--- src/rtl/sub_pkg.sv ---
// rtl/sub_pkg.sv - shared types and constants for the bit-serial subtractor
//
// Purpose: holds the sequencer state type and the default operand width.
// Ports:   none (package).

package sub_pkg;

  localparam int SUB_WIDTH_DEFAULT = 8;

  typedef enum logic [1:0] {
    IDLE = 2'd0,
    RUN  = 2'd1,
    DONE = 2'd2
  } sub_state_t;

endpackage : sub_pkg

--- src/rtl/full_subractor.sv ---
// rtl/full_subractor.sv - 1-bit full subtractor cell
//
// Purpose: single-bit a - b - bin with borrow out.
// Ports:
//   a    in   minuend bit
//   b    in   subtrahend bit
//   bin  in   borrow in
//   d    out  difference bit
//   bout out  borrow out

module full_subractor (
  input  logic a,
  input  logic b,
  input  logic bin,
  output logic d,
  output logic bout
);

  assign d    = a ^ b ^ bin;
  assign bout = (~a & b) | (~(a ^ b) & bin);

endmodule : full_subractor

--- src/rtl/bit_serial_subtractor.sv ---
// rtl/bit_serial_subtractor.sv - LSB-first bit-serial a - b - bin
//
// Purpose: accepts one subtraction in IDLE, processes one bit per RUN cycle
//          through a single full_subractor cell, and publishes diff/bout/v
//          on entry to DONE (one-cycle done pulse).
// Ports:
//   clk    in   clock, rising edge
//   rst    in   synchronous active-high reset
//   start  in   request, sampled only while ready=1
//   a      in   [WIDTH] minuend, captured on acceptance
//   b      in   [WIDTH] subtrahend, captured on acceptance
//   bin    in   borrow in, captured on acceptance
//   ready  out  high in IDLE
//   busy   out  high in RUN
//   done   out  high in DONE (one cycle)
//   diff   out  [WIDTH] registered a - b - bin mod 2^WIDTH
//   bout   out  registered borrow out of the MSB stage
//   v      out  registered signed-overflow flag

module bit_serial_subtractor
  import sub_pkg::*;
#(
  parameter int WIDTH = SUB_WIDTH_DEFAULT
) (
  input  logic             clk,
  input  logic             rst,
  input  logic             start,
  input  logic [WIDTH-1:0] a,
  input  logic [WIDTH-1:0] b,
  input  logic             bin,
  output logic             ready,
  output logic             busy,
  output logic             done,
  output logic [WIDTH-1:0] diff,
  output logic             bout,
  output logic             v
);

  // One extra bit so the counter can reach WIDTH without wrapping.
  localparam int CNT_W = $clog2(WIDTH) + 1;

  sub_state_t       r_state;
  sub_state_t       w_next;
  logic [WIDTH-1:0] r_a_sr;
  logic [WIDTH-1:0] r_b_sr;
  logic [WIDTH-1:0] r_res_sr;
  logic             r_brw;
  logic [CNT_W-1:0] r_cnt;
  // Operand sign bits are kept aside because the shift registers lose them.
  logic             r_a_msb;
  logic             r_b_msb;
  logic [WIDTH-1:0] r_diff;
  logic             r_bout;
  logic             r_v;

  logic             w_d;
  logic             w_bo;
  logic             w_last;
  logic [WIDTH-1:0] w_res_next;

  full_subractor u_cell (
    .a    (r_a_sr[0]),
    .b    (r_b_sr[0]),
    .bin  (r_brw),
    .d    (w_d),
    .bout (w_bo)
  );

  assign w_last     = (r_cnt == CNT_W'(WIDTH - 1));
  assign w_res_next = {w_d, r_res_sr[WIDTH-1:1]};

  always_comb begin
    w_next = r_state;
    ready  = 1'b0;
    busy   = 1'b0;
    done   = 1'b0;
    case (r_state)
      IDLE: begin
        ready = 1'b1;
        if (start) w_next = RUN;
      end
      RUN: begin
        busy = 1'b1;
        if (w_last) w_next = DONE;
      end
      DONE: begin
        done   = 1'b1;
        w_next = IDLE;
      end
      default: w_next = IDLE;
    endcase
  end

  always_ff @(posedge clk) begin
    if (rst) begin
      r_state  <= IDLE;
      r_a_sr   <= '0;
      r_b_sr   <= '0;
      r_res_sr <= '0;
      r_brw    <= 1'b0;
      r_cnt    <= '0;
      r_a_msb  <= 1'b0;
      r_b_msb  <= 1'b0;
      r_diff   <= '0;
      r_bout   <= 1'b0;
      r_v      <= 1'b0;
    end else begin
      r_state <= w_next;
      case (r_state)
        IDLE: begin
          if (start) begin
            r_a_sr  <= a;
            r_b_sr  <= b;
            r_brw   <= bin;
            r_cnt   <= '0;
            r_a_msb <= a[WIDTH-1];
            r_b_msb <= b[WIDTH-1];
          end
        end
        RUN: begin
          r_a_sr   <= r_a_sr >> 1;
          r_b_sr   <= r_b_sr >> 1;
          r_res_sr <= w_res_next;
          r_brw    <= w_bo;
          r_cnt    <= r_cnt + CNT_W'(1);
          // The last bit goes straight into the published result so that
          // diff/bout/v change together on the edge that enters DONE.
          if (w_last) begin
            r_diff <= w_res_next;
            r_bout <= w_bo;
            r_v    <= (r_a_msb != r_b_msb) && (w_d != r_a_msb);
          end
        end
        default: ;
      endcase
    end
  end

  assign diff = r_diff;
  assign bout = r_bout;
  assign v    = r_v;

endmodule : bit_serial_subtractor
--- config.mk ---
export PLATFORM = sky130hd
export DESIGN_NAME = bit_serial_subtractor
export DESIGN_NICKNAME = d
export VERILOG_FILES = /design/src/rtl/sub_pkg.sv /design/src/rtl/full_subractor.sv /design/src/rtl/bit_serial_subtractor.sv
export SDC_FILE = /design/constraint.sdc
export NUM_CORES = 1
export LEC_CHECK = 0
export ABC_CLOCK_PERIOD_IN_PS = 4000
export CORE_ASPECT_RATIO = 2
export CORE_MARGIN = 2
export CORE_UTILIZATION = 56
export CTS_CLUSTER_SIZE = 30
export DETAILED_ROUTE_END_ITERATION = 10
export PLACE_DENSITY = 0.88
export SETUP_SLACK_MARGIN = 0.3
export SLEW_MARGIN = 20
export SYNTH_ARGS = -nofsm -noshare
export SYNTH_HDL_FRONTEND = slang
export SYNTH_SLANG_ARGS = --single-unit
--- constraint.sdc ---
create_clock -name clk -period 4 [get_ports clk]
set_clock_uncertainty 0.1 [all_clocks]
set_input_delay 0.8 -clock clk [delete_from_list [all_inputs] [get_ports clk]]
set_output_delay 0.8 -clock clk [all_outputs]
set_load 0.03 [all_outputs]
==> results.md <==
- Status: completed
- CP Cell Sequence: inv_1, nor2_1, clkdlybuf4s50_1
- Reg2Reg Setup Slack: approximately 2.3 ns
- Register area: 840.8 sq um
- R2R depth: 4
- Reg power frac: 0.467
- Initial core utilization: 0.5866
- R2r startpoint: r_state[1]$_SDFFE_PP0P_
- Final Hold Fails: 0
- Per-cell routed wire length: ~15 um
- Async S/R FF share, synth: 0
- Largest net degree at the start of global routing: 43
- Fin util: 0.7022
- DR iter-0 viols: 32
- Routed Antenna Nets: 0
- CP Max Fanout: 16
- Leakage: approximately 0.0008 uW
- Layout cells sized above 1: 0.1336
- Register area share after synthesis: 0.4489
- Hold Path Stages: 2
- RSZ-0062 raised after global routing: no
- Multi-input gate area: between 800 and 900 sq um
- Global-route wire length before repair: 6.658 mm
- Worst-Margin Slew: between 0.6 and 0.7 ns
- Mapped Cells: around 210
- Clock transition at path regs: around 0.08 ns
- I/O Pins: 33
- Flops & latches, synth: 42
- Min-Delay Endpoint: r_res_sr[1]$_SDFFE_PP0P_
- Chip height: 85.79 um
- Inserted Clock Buffers: 5
- Max_cap viols: 0
- Critical path's top delay family: buffers and inverters
- Sw frac: 0.2366
- Clock Tree Buf Depth: 2
- Die area: a little under 0.004 sq mm
- Max-slew headroom: 0.5710
- Core area: 0.003193 sq mm
- Crit path largest cell delay: around 0.70 ns
- Worst path bufs/invs: 2
- Avg Cell Area, Syn: 9.005 sq um
- YS warnings: 0
- Min Tclk post-route: 3.059 ns
- Post-route setup TNS: 0 ns
- CP startpoint kind: register
- CP required: approximately 3.1 ns
- Dpl hpwl: 2.638 mm
- Port bufs: 32
- Post-CTS setup buffers: 0
- Die width: roughly 45 um
- Initial antenna violation count: 0
- Clock power frac: 0.416
- Cts-stage hold buffer count: 0
- EDFF count, synth: 0
- CP max-delay cell: clkdlybuf4s50_1
- Tot GR Track Use: 0.2325
- Slew Limit Fails: 0
- GRT Residual Overflow: 0
- CP arrival: roughly 2.2 ns
- Skew-Pair Late Insertion Delay: ~0.30 ns
- Final period util: 0.7648
- CP Capture Type: output pin
- P_sw: 228.4 uW
- CTS tree: built
- Synth Flop Type: dfxtp_1
- Root Driver: clkbuf_8
- Synth-to-Final Area Change: 19.71%
- Max H-tree Level: 2
- Residual DRC count: 0
- DR vias: between 1.5k and 2k
- FF-to-FF End: r_b_sr[0]$_SDFFE_PP0P_
- CTS resizes: 0
- Final nets: 253
- CP Class: register to output pin
- VDD IR max: ~530 uV
- Min-delay src: r_res_sr[1]$_SDFFE_PP0P_
- Routability cong.: between 0.8 and 0.9
- N_diodes: 0
- Row count: 29
- Sink Count: 42
- Mapped Nets: between 200 and 250
- Max Clk Rate: roughly 330 MHz
- TritonRoute pass-1 iters: 4
- WL final: 4.074 mm
- HP Class: register to register
- Final-layout fill cell count: around 250
- Combinational share of power: 0.117
- Vias in the first global route: 1517
- Via density: slightly below 6
- Internal cell power: ~740 uW
- Synth Cell Area: approximately 0.0019 sq mm
- Count of unique library cells instantiated by Yosys: 36
- Setup violations, final: 0
- Pwr dens: between 400 and 500 mW/mm^2
## registers in the layout, summed over array words and instances, names as in the netlist
register	flops
r_b_sr	8
r_res_sr	7
diff	8
r_cnt	4
r_brw	1
r_b_msb	1
bout	1
r_a_sr	8
r_a_msb	1
v	1
r_state	2
## metrics by stage
stage	instances	instance area [sq um]	setup slack (ns)	hold WS, ns	total power (uW)
2_1_floorplan	208	1873	1.984	0.3366	545.8
3_3_place_gp	255	2105	1.378	0.3595	569.1
3_5_place_dp	255	2105	1.361	0.3562	573.2
4_1_cts	263	2242	0.9656	0.3616	968.6
5_1_grt	263	2242	0.8456	0.3896	1000
6_report	263	2242	0.9406	0.3648	965.4
## synth_stat cells, types with 6 or more instances
cell type	n	area share
a211oi_1	8	0.032
a211oi_2	7	0.047
a21oi_1	24	0.064
a21oi_2	8	0.037
buf_6	6	0.036
clkbuf_1	6	0.012
dfxtp_1	42	0.45
nand2_1	30	0.060
nand3_1	10	0.027
nor2_1	23	0.046
o21ai_0	9	0.024
## worst max-delay path by stage
stage,start,to,slack [ns],depth (start not counted)
3_5_place_dp,r_state[1]$_SDFFE_PP0P_,done,1.36,3
4_1_cts,r_state[1]$_SDFFE_PP0P_,done,0.97,3
6_report,r_state[1]$_SDFFE_PP0P_,done,0.94,3
2_1_floorplan,r_state[1]$_SDFFE_PP0P_,done,1.98,3
3_3_place_gp,r_state[1]$_SDFFE_PP0P_,busy,1.38,3
5_1_grt,r_state[1]$_SDFFE_PP0P_,done,0.85,3
## worst reg2reg max path, stage by stage (launching register included)
cell and delay, ns:
dfxtp_1 0.63, nand2b_4 0.43, inv_8 0.15, a21oi_1 0.23, a221oi_2 0.08
## cells by family (layout without fill, tap and decap cells)
kind of cell / count (synthesis) / after routing / share of synthesized area
and+or+nand+nor: 74 / 74 / 0.1797
AOI/OAI and AO/OA: 66 / 66 / 0.2552
DFF: 42 / 42 / 0.4489
buffers and inverters: 22 / 46 / 0.08817
adders and majority gates: 2 / 2 / 0.01737
muxes: 2 / 2 / 0.01069
## power by group through the flow
stage / logic, uW / registers (uW) / clock network [uW]
floorplan: 90.1 / 456 / 0
global placement: 109 / 460 / 0
detailed placement: 113 / 461 / 0
CTS: 114 / 451 / 404
global route: 124 / 453 / 423
finish: 113 / 451 / 401
## layout by cell type (no fill, tap or decap), types with 5 or more instances in the layout
cell type | netlist | routed
clkbuf_8 | 0 | 5
nand2_1 | 30 | 30
nor2_1 | 23 | 23
dfxtp_1 | 42 | 42
a21oi_1 | 24 | 24
a211oi_1 | 8 | 8
nand3_1 | 10 | 10
clkdlybuf4s50_1 | 0 | 32
o21ai_0 | 9 | 9
a211oi_2 | 7 | 7
a21oi_2 | 8 | 8
## metal layers
metal  part of all wire  track usage
met4              0.025       0.1230
met1               0.41       0.2644
met5                  0            0
met2               0.52       0.3913
met3              0.044      0.04632
## final cells by class
cell class              count  area share
flip-flops and latches     42      0.3750
clock buffers               5     0.03069
well taps                  31     0.01730
clock inverters             3     0.03069
inverters                   4     0.01004
multi-input cells         144      0.3867
repair buffers             34      0.1496
Power figures use the tool's default switching activity.
